**src/rtl/tuner_sweep.sv**
```systemverilog
// Sweep/hop controller for the real-to-complex tuner: steps frq from f_start to f_stop with settle + dwell windows.
// Optional TUNER_SWEEP_PINGPONG_EN: bounce between the range ends instead of wrapping to f_start.
module tuner_sweep #(
    parameter int fsz  = 26,
    parameter int dwsz = 16,
    parameter int stl  = 4
) (
    input  logic            clk,
    input  logic            reset_n,
    input  logic            cfg_we,
    input  logic [1:0]      cfg_addr,
    input  logic [fsz-1:0]  cfg_wdata,
    input  logic            start,
    input  logic            stop,
    output logic [fsz-1:0]  frq,
    output logic            ns_ena,
    output logic            busy,
    output logic            settle,
    output logic            step_stb,
    output logic            done
);

    localparam int csz = dwsz + 2;
    localparam logic [dwsz-1:0] stl_last = dwsz'(stl - 1);

    typedef enum logic [1:0] {IDLE, SETTLE, DWELL} state_t;

    state_t state_q, state_d;
    logic [fsz-1:0]  f_start_q, f_start_d, f_stop_q, f_stop_d, f_step_q, f_step_d;
    logic [csz-1:0]  ctrl_q, ctrl_d;
    logic [fsz-1:0]  sh_start_q, sh_start_d, sh_stop_q, sh_stop_d, sh_step_q, sh_step_d;
    logic [csz-1:0]  sh_ctrl_q, sh_ctrl_d;
    logic [fsz-1:0]  frq_q, frq_d;
    logic [dwsz-1:0] cnt_q, cnt_d;
    logic            done_q, done_d;

    logic [dwsz-1:0] sh_dwell, dwell_last;
    logic [fsz:0]    sum_up;
    logic            up_out, cont;

    assign sh_dwell   = sh_ctrl_q[dwsz-1:0];
    assign dwell_last = (sh_dwell == '0) ? '0 : sh_dwell - dwsz'(1);
    assign cont       = sh_ctrl_q[dwsz];
    // Extra bit catches the carry so a wrap past 2^fsz ends the pass.
    assign sum_up     = {1'b0, frq_q} + {1'b0, sh_step_q};
    assign up_out     = sum_up[fsz] | (sum_up[fsz-1:0] > sh_stop_q);

`ifdef TUNER_SWEEP_PINGPONG_EN
    logic         dir_q, dir_d;   // 1 = stepping down
    logic [fsz:0] dif_dn;
    logic         dn_out;
    assign dif_dn = {1'b0, frq_q} - {1'b0, sh_step_q};
    assign dn_out = dif_dn[fsz] | (dif_dn[fsz-1:0] < sh_start_q);
`endif

    always_comb begin
        f_start_d = f_start_q;
        f_stop_d  = f_stop_q;
        f_step_d  = f_step_q;
        ctrl_d    = ctrl_q;
        if (cfg_we) begin
            case (cfg_addr)
                2'd0: f_start_d = cfg_wdata;
                2'd1: f_stop_d  = cfg_wdata;
                2'd2: f_step_d  = cfg_wdata;
                default: ctrl_d = cfg_wdata[csz-1:0];
            endcase
        end
    end

    always_comb begin
        state_d    = state_q;
        frq_d      = frq_q;
        cnt_d      = cnt_q;
        done_d     = 1'b0;
        sh_start_d = sh_start_q;
        sh_stop_d  = sh_stop_q;
        sh_step_d  = sh_step_q;
        sh_ctrl_d  = sh_ctrl_q;
`ifdef TUNER_SWEEP_PINGPONG_EN
        dir_d      = dir_q;
`endif
        case (state_q)
            IDLE: begin
                if (start && !stop && f_step_q != '0) begin
                    sh_start_d = f_start_q;
                    sh_stop_d  = f_stop_q;
                    sh_step_d  = f_step_q;
                    sh_ctrl_d  = ctrl_q;
                    frq_d      = f_start_q;
                    cnt_d      = '0;
                    state_d    = SETTLE;
`ifdef TUNER_SWEEP_PINGPONG_EN
                    dir_d      = 1'b0;
`endif
                end
            end
            SETTLE: begin
                if (cnt_q == stl_last) begin
                    cnt_d   = '0;
                    state_d = DWELL;
                end else begin
                    cnt_d = cnt_q + dwsz'(1);
                end
            end
            DWELL: begin
                if (cnt_q == dwell_last) begin
                    cnt_d   = '0;
                    state_d = SETTLE;
`ifdef TUNER_SWEEP_PINGPONG_EN
                    if (!dir_q) begin
                        if (!up_out) begin
                            frq_d = sum_up[fsz-1:0];
                        end else begin
                            dir_d = 1'b1;
                            if (!dn_out) frq_d = dif_dn[fsz-1:0];
                        end
                    end else if (!dn_out) begin
                        frq_d = dif_dn[fsz-1:0];
                    end else if (!cont) begin
                        state_d = IDLE;
                        done_d  = 1'b1;
                    end else begin
                        dir_d = 1'b0;
                        if (!up_out) frq_d = sum_up[fsz-1:0];
                    end
`else
                    if (!up_out) begin
                        frq_d = sum_up[fsz-1:0];
                    end else if (cont) begin
                        frq_d = sh_start_q;
                    end else begin
                        state_d = IDLE;
                        done_d  = 1'b1;
                    end
`endif
                end else begin
                    cnt_d = cnt_q + dwsz'(1);
                end
            end
            default: state_d = IDLE;
        endcase
        // Abort beats everything, including the end-of-pass done pulse.
        if (stop && state_q != IDLE) begin
            state_d = IDLE;
            frq_d   = frq_q;
            cnt_d   = '0;
            done_d  = 1'b0;
        end
    end

    always_ff @(posedge clk or negedge reset_n) begin
        if (!reset_n) begin
            state_q    <= IDLE;
            f_start_q  <= '0;
            f_stop_q   <= '0;
            f_step_q   <= '0;
            ctrl_q     <= '0;
            sh_start_q <= '0;
            sh_stop_q  <= '0;
            sh_step_q  <= '0;
            sh_ctrl_q  <= '0;
            frq_q      <= '0;
            cnt_q      <= '0;
            done_q     <= 1'b0;
        end else begin
            state_q    <= state_d;
            f_start_q  <= f_start_d;
            f_stop_q   <= f_stop_d;
            f_step_q   <= f_step_d;
            ctrl_q     <= ctrl_d;
            sh_start_q <= sh_start_d;
            sh_stop_q  <= sh_stop_d;
            sh_step_q  <= sh_step_d;
            sh_ctrl_q  <= sh_ctrl_d;
            frq_q      <= frq_d;
            cnt_q      <= cnt_d;
            done_q     <= done_d;
        end
    end

`ifdef TUNER_SWEEP_PINGPONG_EN
    always_ff @(posedge clk or negedge reset_n) begin
        if (!reset_n) dir_q <= 1'b0;
        else          dir_q <= dir_d;
    end
`endif

    assign frq      = frq_q;
    assign ns_ena   = sh_ctrl_q[dwsz+1];
    assign busy     = (state_q != IDLE);
    assign settle   = (state_q == SETTLE);
    assign step_stb = (state_q == DWELL) && (cnt_q == dwell_last);
    assign done     = done_q;

endmodule

```
**config.mk**
```make
export PLATFORM = sky130hd
export DESIGN_NAME = tuner_sweep
export DESIGN_NICKNAME = d
export VERILOG_FILES = /design/src/rtl/tuner_sweep.sv
export SDC_FILE = /design/constraint.sdc
export NUM_CORES = 1
export LEC_CHECK = 0
export CAP_MARGIN = 30
export CORE_ASPECT_RATIO = 1.75
export CORE_MARGIN = 4
export CORE_UTILIZATION = 40
export CTS_CLUSTER_SIZE = 40
export DETAILED_ROUTE_END_ITERATION = 10
export PLACE_DENSITY_LB_ADDON = 0.12
export SYNTH_ARGS = -nofsm -noshare
export SYNTH_HDL_FRONTEND = slang
export SYNTH_SLANG_ARGS = --single-unit
```
**constraint.sdc**
```tcl
create_clock -name clk -period 4.3 [get_ports clk]
set_input_delay 0.86 -clock clk [delete_from_list [all_inputs] [get_ports clk]]
set_output_delay 0.86 -clock clk [all_outputs]
set_load 0.05 [all_outputs]
```
# == Word-level counts from Yosys, hierarchy flattened ==
# Cells that the tools add are included.
# totals
ff_bits,237
elab_cells,75
output_inout_bits,31
inputBits,33
# op_classes
magnitude_cmp,1
reduce_logical,21
mux,23
bitwise_logic,3
eq_ne,12
addsub,3
# op_table
operator,count
26-bit two-way mux,4
16-bit two-way mux,5
26-bit one-hot mux with 2 select lines,1
16-bit one-hot mux with 3 select lines,1
26-bit by 26-bit adder with 27-bit output,1
26-bit > comparator,1
26-bit nonzero test,1
"16-bit by 1-bit adder with 16-bit output, second input constant",1
16-bit equality test,1
"16-bit by 2-bit equality test with 1-bit output, second input constant",1
16-bit zero test,1
"16-bit by 1-bit subtractor with 16-bit output, second input constant",1
2-bit AND reduction,6
"3-bit != test, second input constant",3
2-bit two-way mux,4
1-bit two-way mux,7
2-bit one-hot mux with 3 select lines,1
5-bit AND reduction,1
"2-bit by 1-bit equality test with 1-bit output, second input constant",2
"2-bit equality test, second input constant",2
1-bit logical AND,4
2-bit zero test,2
"2-bit != test, second input constant",2
2-bit nonzero test,2
7 further kinds,8

# == Logic depth before layout (Yosys ltp) ==
# logic_depth
word_depth,7
depth_mapped,20
mapped_depth_nobuf,18

# == Worst setup path before layout ==
# Ideal clock, no wire load.
# synth_path
path_kind,reg-to-reg
startpoint,"reg frq_q[0], in the netlist frq[0]"
endpoint,"reg frq_q[19], in the netlist frq[19]"
synth_period_minus_slack_ps,4993
stages_incl_launch_ff,21
slack_ps,-693
arrival_time_ps,4868
required_time_ps,4175
cell_sequence,dfrtp_1 -> ha_1 -> fa_1 -> a21o_1 -> a221oi_1 -> or3_1 -> a31oi_1 -> or2_2 -> a31oi_1 -> xnor2_1 -> ha_1 -> nand4_1 -> nor4_1 -> a31oi_1 -> a21boi_0 -> nand3b_1 -> buf_2 -> buf_2 -> mux2i_1 -> a21oi_1 -> mux2_2
# synth_between
elab_chain_len,6
# synth_lines
element,line,text
from (decl),33,"logic [fsz-1:0] frq_q, frq_d;"
from (signal assigned),176,frq_q <= frq_d;
26-bit by 26-bit adder with 27-bit output *,45,"assign sum_up = {1'b0, frq_q} + {1'b0, sh_step_q};"
26-bit > comparator,46,assign up_out = sum_up[fsz] | (sum_up[fsz-1:0] > sh_stop_q);
1-bit OR,46,
26-bit two-way mux,128,if (!up_out) begin
26-bit two-way mux,107,if (cnt_q == dwell_last) begin
26-bit one-hot mux with 2 select lines,83,case (state_q)
# Every way passes the cells marked *; elsewhere a longest branch is shown, timed or not. The select of a mux whose other input is x is not followed.
# A chain may end at the register's enable or synchronous reset.

# == Final worst setup path ==
# layout_path
startpoint,"reg frq_q[0], in the netlist frq[0]"
endpoint,"reg frq_q[22], in the netlist frq[22]"
# The elaborated chain is that of the path after synthesis.

==> results.yml <==
sta:
  fin_crit_sh_pct: 108
  slew_violations: 0
  worst_pin_slew_ns: 0.812
  whs_ns: 0.368
  rsz0062_at_grt: "yes"
  period_needed_ns: 4.64
  fmax_ghz: 0.215
  finalHoldViolCount: 0
  skew_ns: 0.0184
  tns_ns: -7.94
  layout_setup_ws_ns: -0.344
  slew_headroom_pct: 45.8
  setup_viol: 28
final_layout:
  drive_above_1_share_pct: 37.0
  fin_cells: 1719
  multi_input_area_um2: 6780
  area_growth_pct: 27.1
  stdcell_area_um2: 16200
  antennaDiodeCount: 0
  postLayoutCoreUtil_pct: 51.4
  regArea_um2: 5940
  final_nets: 1397
  fillerInstances: 2898
run_status:
  status: "finished with violations"
  violations: "setup timing"
worst_setup_path:
  end_kind: "register"
  required_ns: 4.72
  crit_type: "register to register"
  cp_max_fo: 4
  cp-start-kind: "register"
  cp_data_arrival_time_ns: 5.07
logic_synthesis:
  yosys_warnings: 0
  synth_area_leaders: "dfrtp_1 (47%), mux2_2 (20%), ha_1 (5.8%)"
  synth_cell_types: 68
  syn-num-nets: 1209
  yosys.area.top_type: "dfrtp_1"
  seq_area_frac_synth_pct: 46.5
  synth_edf_count: 0
  async_flop_share_pct: 100
  syn_area_per_cell_um2: 11.4
  netlist_instances: 1116
  synth-seq-cells: 237
  netlist.area_leader.share_pct: 46.5
  yosys.cell_count.top_type: "dfrtp_1"
  syn-cell-area_um2: 12700
  ys.flop_type: "dfrtp_1"
  synthTopCellsByCount: "dfrtp_1 (237), mux2_2 (221), ha_1 (59), nor2_1 (58), a21oi_1 (55)"
floorplan:
  rows: 86
  initial_core_util_pct: 40.4
  ioPinCount: 64
  coreArea_um2: 31500
  chipWidth_um: 143
  die_h_um: 244
  dieArea_um2: 34900
run:
  cap_violations: 0
power_and_ir_drop:
  p_total_mw: 15.9
  powerDensity_nw_per_um2: 982
  ir_drop_mv: 0.563
  leakage_nw: 7.32
place:
  gp_congestion: 0.986
  dp.cells: 1650
  dp_hpwl_mm: 27.5
  dpl_worst_slack_ns: -0.489
  numPortBuffers: 63
  postPlaceCellArea_um2: 14800
route:
  route.vias.total: 9485
  avgRoutedWirePerCell_um: 21.9
  ant_nets: 0
  drc: 0
  drt_iter0_markers: 300
  vias_per_cell: 5.52
  dr.pass1.iters: 4
  drt-total-wl_mm: 37.7
clocking:
  cts_made_buffers: 25
  cts_sinks: 237
  cts_max_level: 1
  cts.clk_slew.worst_paths_ns: 0.06
  cts_tree: "built"
  cts_root_buffer: "clkbuf_16"
  clk_latency_ns: 0.54
  cts_buffer_depth: 3
min_path:
  hold_class: "input port to asynchronous set/reset pin"
grt:
  grt_pass1_wl_mm: 58.7
  gr-usage-all-layers_pct: 21.8
  grt_max_degree: 95
  antenna_found_initial: 0
  grt-ovfl-total: 0
  grt_pass1_vias: 10400
[logic make-up after synthesis]
family	Yosys count	share of synthesized area, %
simple gates	247	10.0
fa+ha+maj	60	5.95
xor+xnor	33	2.27
buf+inv	94	2.95
flops	237	46.5
compound gates	195	10.4
mux	250	21.8
[routing by layer]
metal  GRT usage [%]  wire, µm
met5               0         0
met4            8.84      1490
met3            2.15       899
met2            43.6     21800
met1            22.5     13400
[worst paths after layout]
path                                   start            end  slack (ns)  cells past startpoint
worst max register to register        frq[0]        frq[22]       -0.34                     21
max in group asynchronous            reset_n        frq[15]        2.89                      2
worst min register to register  f_stop_q[11]   f_stop_q[11]        0.50                      1
worst max-delay path                  frq[0]        frq[22]       -0.34                     21
worst min-delay path                 reset_n  sh_ctrl_q[11]        0.37                      1
min in group clk                f_stop_q[11]   f_stop_q[11]        0.50                      1
[power by group]
group          switching [mW]  internal, mW  total (mW)
logic                    4.94          4.97        9.91
registers               0.606          3.00        3.60
clock network           0.948          1.45        2.39
[registers in the layout (all words and copies together) (netlist names), 16 cells and up]
signal	count
sh_stop_q	26
frq	26
f_stop_q	26
sh_start_q	26
ctrl_q	18
sh_step_q	26
sh_ctrl_q	18
f_step_q	26
cnt_q	16
f_start_q	26
[repair_timing]
action                     4_1_cts  5_1_grt
gates resized for setup         49       26
setup endpoints to repair       29       29
pin swaps                       22       19
buffers inserted                19        5
hold buffers                     0        0
gates cloned                     3        0
[worst max-delay path, stage by stage (launching register included)]
cell      delay [ns]
dfrtp_2         0.42
ha_4            0.17
fa_2            0.35
a21o_1          0.20
a221oi_2        0.29
buf_4           0.19
or3_4           0.14
a31oi_4         0.09
or2_4           0.28
buf_6           0.13
xor2_2          0.14
ha_1            0.29
nand4_1         0.13
nor4_2          0.30
nand2_1         0.07
a21boi_2        0.15
nand3b_1        0.21
buf_6           0.17
buf_6           0.12
and3_4          0.16
a221o_1         0.25
mux2_4          0.26
[cell usage in the layout, fill, tap and decap left out, drive strengths merged, types with 6 or more instances in the layout]
cell	Yosys	final
or3	15	15
nor4	16	16
dfrtp	237	237
a22o	12	12
and3	11	11
a31oi	8	8
inv	45	48
buf	13	149
nand2	51	51
nand3	21	21
or2	8	8
a21oi	56	56
xor2	13	13
a21o	25	25
mux2i	29	29
nor3	18	18
mux2	221	221
clkdlybuf4s50	0	61
o21ai	31	31
ha	59	59
xnor2	20	20
nor2	58	58
nand4	15	15
clkbuf	36	31
nand2b	7	7
o21a	6	6
o211ai	6	6
[cell type report]
cell class	count	share of cell area [%]
multi-input combinational	785	41.9
sequential	237	36.7
tap	396	3.06
inverter	45	1.04
clock buffer	31	4.25
timing repair buffer	210	11.7
clock inverter	15	1.35
Note: power is estimated with default switching activity, not from simulation.
==> edit 1: new RTL, same flow settings <==
The parameter `fsz` goes from 26 to 52.
--- a/src/rtl/tuner_sweep.sv
+++ b/src/rtl/tuner_sweep.sv
@@ -1,7 +1,7 @@
 // Sweep/hop controller for the real-to-complex tuner: steps frq from f_start to f_stop with settle + dwell windows.
 // Optional TUNER_SWEEP_PINGPONG_EN: bounce between the range ends instead of wrapping to f_start.
 module tuner_sweep #(
-    parameter int fsz  = 26,
+    parameter int fsz  = 52,
     parameter int dwsz = 16,
     parameter int stl  = 4
 ) (
Interface: changed (resized cfg_wdata and frq); port bits go from 64 to 116. No check against the original RTL was run, so the function may have changed too.
==> edit 1 against the unedited design <==
  * The flow still finishes with violations (negative setup slack)
  * Utilization grew 2.1 points
  * Largest cell class unchanged
  * Sequential cell count grew 182
  * Highest routed layer unchanged
  * Final area grew 80%
  * Critical path type unchanged
  * Synthesized area grew 74%
  * Routed wire length grew 82%
  * Worst setup slack lost 0.79 ns
Power is left out: the tool's default activity adds up to more than one toggle a clock period on the data nets, which glitch-free logic cannot reach.
==> edit 1: results (changes against the unedited design) <==
Status: finished with violations
Failing checks: negative setup slack
Syn Nets: 2218 (+83%)
Fin worst setup slack: -1.134 ns (-0.7900 ns)
# fillers: 4919 (+70%)
Met3 WL post-DR: 1762 µm (+96%)
Initial DRC Count: 593 (+98%)
Clock buffer count: 60 (+94%)
Post-route cell area: 29190 µm² (+80%)
Layout cells sized above 1: 34.62% (-2.3 points)
Post-synth top cells: 419 x dfrtp_1, 294 x mux2_2, 169 x nand2_1
CP delay by family, top: compound AO/OA/AOI/OAI gates
Total core area: 54570 µm² (+73%)
Antenna violations before repair: 1 (+1)
Pin count of the biggest net entering global routing: 104 (+9.5%)
Final setup fails: 55 (+96%)
Storage cell area: 10490 µm² (+76%)
Multi-In Gates: 1441 (+84%)
Post-placement cell area: 26830 µm² (+82%)
Clock Sinks: 419 (+77%)
Met2 WL post-DR: 38650 µm (+77%)
Final nets: 2672 (+91%)
Multi-input combinational area share: 39.85% (-2.0 points)
Top cells by area, synth: dfrtp_1 47%, mux2_2 15%, ha_1 6.3%
Final WL: 68370 µm (+82%)
Adder-Cell Fraction of Synth Area: 6.358% (+0.41 points)
Non-clk bufs: 514 (+140%)
Clock Latency Late Sink: 0.56 ns (+0.02 ns)
Sequential area share after synthesis: 47.32% (+0.78 points)
Post-route insts no fill: 3224 (+88%)
GRT Total Usage: 22.63% (+0.79 points)
## edit 1: cell count changes after synthesis, sizes merged, moves of 38 or more
cell	delta
nor2	+39
a21o	+42
a211oi	+48
o21ai	+112
nand2	+118
mux2	+73
inv	+38
clkbuf	+59
ha	+52
dfrtp	+182
## edit 1: final timing paths
path | endpoint | from | slack, ns
min in group clk | sh_stop_q[37]$_DFFE_PN0P_ | f_stop_q[37]$_DFFE_PN0P_ | 0.47
max in group asynchronous | sh_start_q[40]$_DFFE_PN0P_ | reset_n | 3.03
max | frq[39]$_DFFE_PN0P_ | sh_step_q[18]$_DFFE_PN0P_ | -1.13
min | f_stop_q[16]$_DFFE_PN0P_ | reset_n | 0.28
min reg2reg | sh_stop_q[37]$_DFFE_PN0P_ | f_stop_q[37]$_DFFE_PN0P_ | 0.47
max reg2reg | frq[39]$_DFFE_PN0P_ | sh_step_q[18]$_DFFE_PN0P_ | -1.13
## edit 1: worst register-to-register path: stages, from the launching register on
cell and delay (ns):
dfrtp_1 0.40, ha_4 0.25, a211oi_2 0.17, nor2_1 0.08
or4_4 0.43, a221o_1 0.38, a22o_1 0.22, buf_4 0.14
o21a_4 0.21, o21ai_2 0.14, nand2_1 0.08, xor2_1 0.16
ha_1 0.33, nand4_1 0.23, nor4_4 0.38, nand3_2 0.16
a21o_1 0.19, a21oi_2 0.21, nor3_4 0.09, buf_6 0.14
o311ai_4 0.25, buf_6 0.20, buf_12 0.20, buf_4 0.18
nand2_1 0.08, o31ai_4 0.06
## edit 1: what timing repair did
item	CTS	global route
gates resized for setup	70	60
setup endpoints to repair	55	55
buffers inserted	20	10
cloned	2	2
pin swaps	30	21
==> edit 2: new RTL, same flow settings <==
Made on the original files. Remove the register `done_q`: a continuous assignment takes its place, so the output `done` follows one clock earlier.
--- a/src/rtl/tuner_sweep.sv
+++ b/src/rtl/tuner_sweep.sv
@@ -162,7 +162,6 @@
             sh_ctrl_q  <= '0;
             frq_q      <= '0;
             cnt_q      <= '0;
-            done_q     <= 1'b0;
         end else begin
             state_q    <= state_d;
             f_start_q  <= f_start_d;
@@ -175,9 +174,10 @@
             sh_ctrl_q  <= sh_ctrl_d;
             frq_q      <= frq_d;
             cnt_q      <= cnt_d;
-            done_q     <= done_d;
         end
     end
+
+    assign done_q = done_d;
 
 `ifdef TUNER_SWEEP_PINGPONG_EN
     always_ff @(posedge clk or negedge reset_n) begin
Function: changed (Yosys sat finds a counterexample within 10 cycles, from zero or initial values and one cycle with reset_n low).
==> edit 2 against the unedited design <==
  * The flow still finishes with violations (negative setup slack)
  * Routed wire length down 0.97%
  * Utilization down 0.28 points
  * Clock power down 8%
  * Sequential cell count down 1
  * Synthesized area decreased by 0.20%
  * Power decreased by 1.7%
  * Via count barely moved
  * Global-route usage fell by 0.35 points
  * First-iteration DRC count increased by 31%
  * Die area is 0.19% lower
  * Worst setup slack got worse by 0.73 ns
  * Final area is 0.88% lower
  * Count of clock-buffer cells in the layout is 5 higher
  * Critical path type is now reg2out
  * Largest cell class unchanged
  * Largest power group unchanged
==> edit 2: results (changes against the unedited design) <==
Worst IR Drop VDD: 789.6 µV (+40%)
Status: finished with violations
Final nets: 1393 (-0.29%)
Drt pass-1 iters: 5 (+1)
Crit path DAT: 4.51 ns (-0.56 ns)
Clock Latency Late Sink: 0.54 ns (about the same)
Number of global-route vias before repair: 9971 (-4.0%)
Post-synth top cells: 236 x dfrtp_1, 221 x mux2_2, 59 x ha_1
Top cells by area, synth: dfrtp_1 46%, mux2_2 20%, ha_1 5.8%
Static Leak: 7.226 nW (-1.3%)
RePlAce Congestion: 0.9458 (-4.0%)
First-pass GRT wire length: 57680 µm (-1.6%)
Clock Skews: 0.01774 ns (-0.0006323 ns)
Final setup fails: 28 (unchanged)
Routed len/inst: 21.77 µm (-0.62%)
Worst-path fanout max: 4 (unchanged)
Sequential area share after synthesis: 46.43% (-0.11 points)
CTS Buf Count: 24 (-4.0%)
Worst slack, placed: -0.6104 ns (-0.1210 ns)
Initial DRC Count: 392 (+31%)
Clock Pin Slew Worst Setup and Hold Paths: 0.07 ns
Via total after detailed routing: 9480 (-0.053%)
GRT Total Usage: 21.49% (-0.35 points)
Pin count of the biggest net entering global routing: 132 (+39%)
Failing checks: negative setup slack
Least-Margin Pin Slew: 0.8569 ns (+0.04452 ns)
Fin worst setup slack: -1.072 ns (-0.7281 ns)
Syn Nets: 1208 (-0.083%)
Layout cells sized above 1: 36.67% (-0.29 points)
Hpwl dp: 27240 µm (-0.91%)
Final core occ: 51.10% (-0.28 points)
Diode count: 0 (unchanged)
## edit 2: cell types whose count changed after synthesis
cell	delta
dfrtp_1	-1
## edit 2: worst paths after layout
check                                    startpoint                        to  slack [ns]  cells past startpoint
setup / recovery                 frq[0]$_DFFE_PN0P_                      done       -1.07                     18
min in group clk           f_stop_q[23]$_DFFE_PN0P_  f_stop_q[23]$_DFFE_PN0P_        0.50                      1
max in group asynchronous                   reset_n  sh_ctrl_q[7]$_DFFE_PN0P_        3.27                      2
hold reg to reg            f_stop_q[23]$_DFFE_PN0P_  f_stop_q[23]$_DFFE_PN0P_        0.50                      1
setup reg to reg                 frq[0]$_DFFE_PN0P_       frq[22]$_DFFE_PN0P_       -0.51                     22
hold / removal                              reset_n     cnt_q[12]$_DFFE_PN0P_        0.30                      2
## edit 2: repair_timing
| item | CTS | global route |
|---|---|---|
| gates resized for setup | 42 | 25 |
| setup buffers | 15 | 5 |
| hold buffers | 0 | 0 |
| gates cloned | 2 | 0 |
| pin swaps | 21 | 16 |
| setup endpoints to repair | 29 | 29 |
## edit 2: worst max-delay path: stages (launching register included)
cell and delay [ns]:
dfrtp_2 0.42, ha_4 0.16, fa_2 0.36, a21o_1 0.20
a221oi_2 0.23, buf_4 0.17, or3_4 0.15, a31oi_4 0.11
or2_4 0.28, buf_6 0.13, xor2_4 0.15, ha_4 0.27
nand4_1 0.15, nor4_2 0.32, a31oi_1 0.12, a21boi_1 0.12
nand3b_1 0.22, and4_4 0.28, buf_12 0.14
## edit 2: cell families after synthesis
family                     Yosys count  synth area share, %
muxes                              250                21.85
DFF                                236                46.43
AOI/OAI and AO/OA                  195                10.47
xor gates and xnor gates            33                2.272
buffers and inverters               94                2.961
adders and majority gates           60                5.961
and+or+nand+nor                    247                10.06
## edit 2: report_power, final
group,switching [W],leakage [nW],total [W],internal [W]
clock,0.000911,0.398,0.00220,0.00129
sequential,0.000608,2.85,0.00360,0.00299
combinational,0.00492,3.98,0.00983,0.00491
total,0.00644,7.23,0.0156,0.00919
## edit 2: layout make-up
type	count	area [µm²]
clock inverter	7	93.84
fill	2870	15360
multi-input combinational	785	6769
timing repair buffer	208	1882
sequential	236	5921
inverter	45	168.9
tap	396	495.5
clock buffer	36	726.9
## edit 2: layer usage
metal  vias to the layer above  GRT usage (%)  wire [µm]
met5                         -              0          0
met1                      4762          22.62      13400
met4                         0          9.010       1700
met2                       162          42.22      21230
met3                        84          1.964        972
li1                       4472              -          -
## edit 2: per-stage QoR
step	setup TNS, ns	cell area [µm²]	cells
after floorplan	-0.5038	12830	1115
final	-12.82	16060	1713
after global placement	-13.94	14780	1652
after detailed placement	-15.03	14780	1652
after global routing	-18.14	16060	1713
after CTS	-12.94	15970	1711
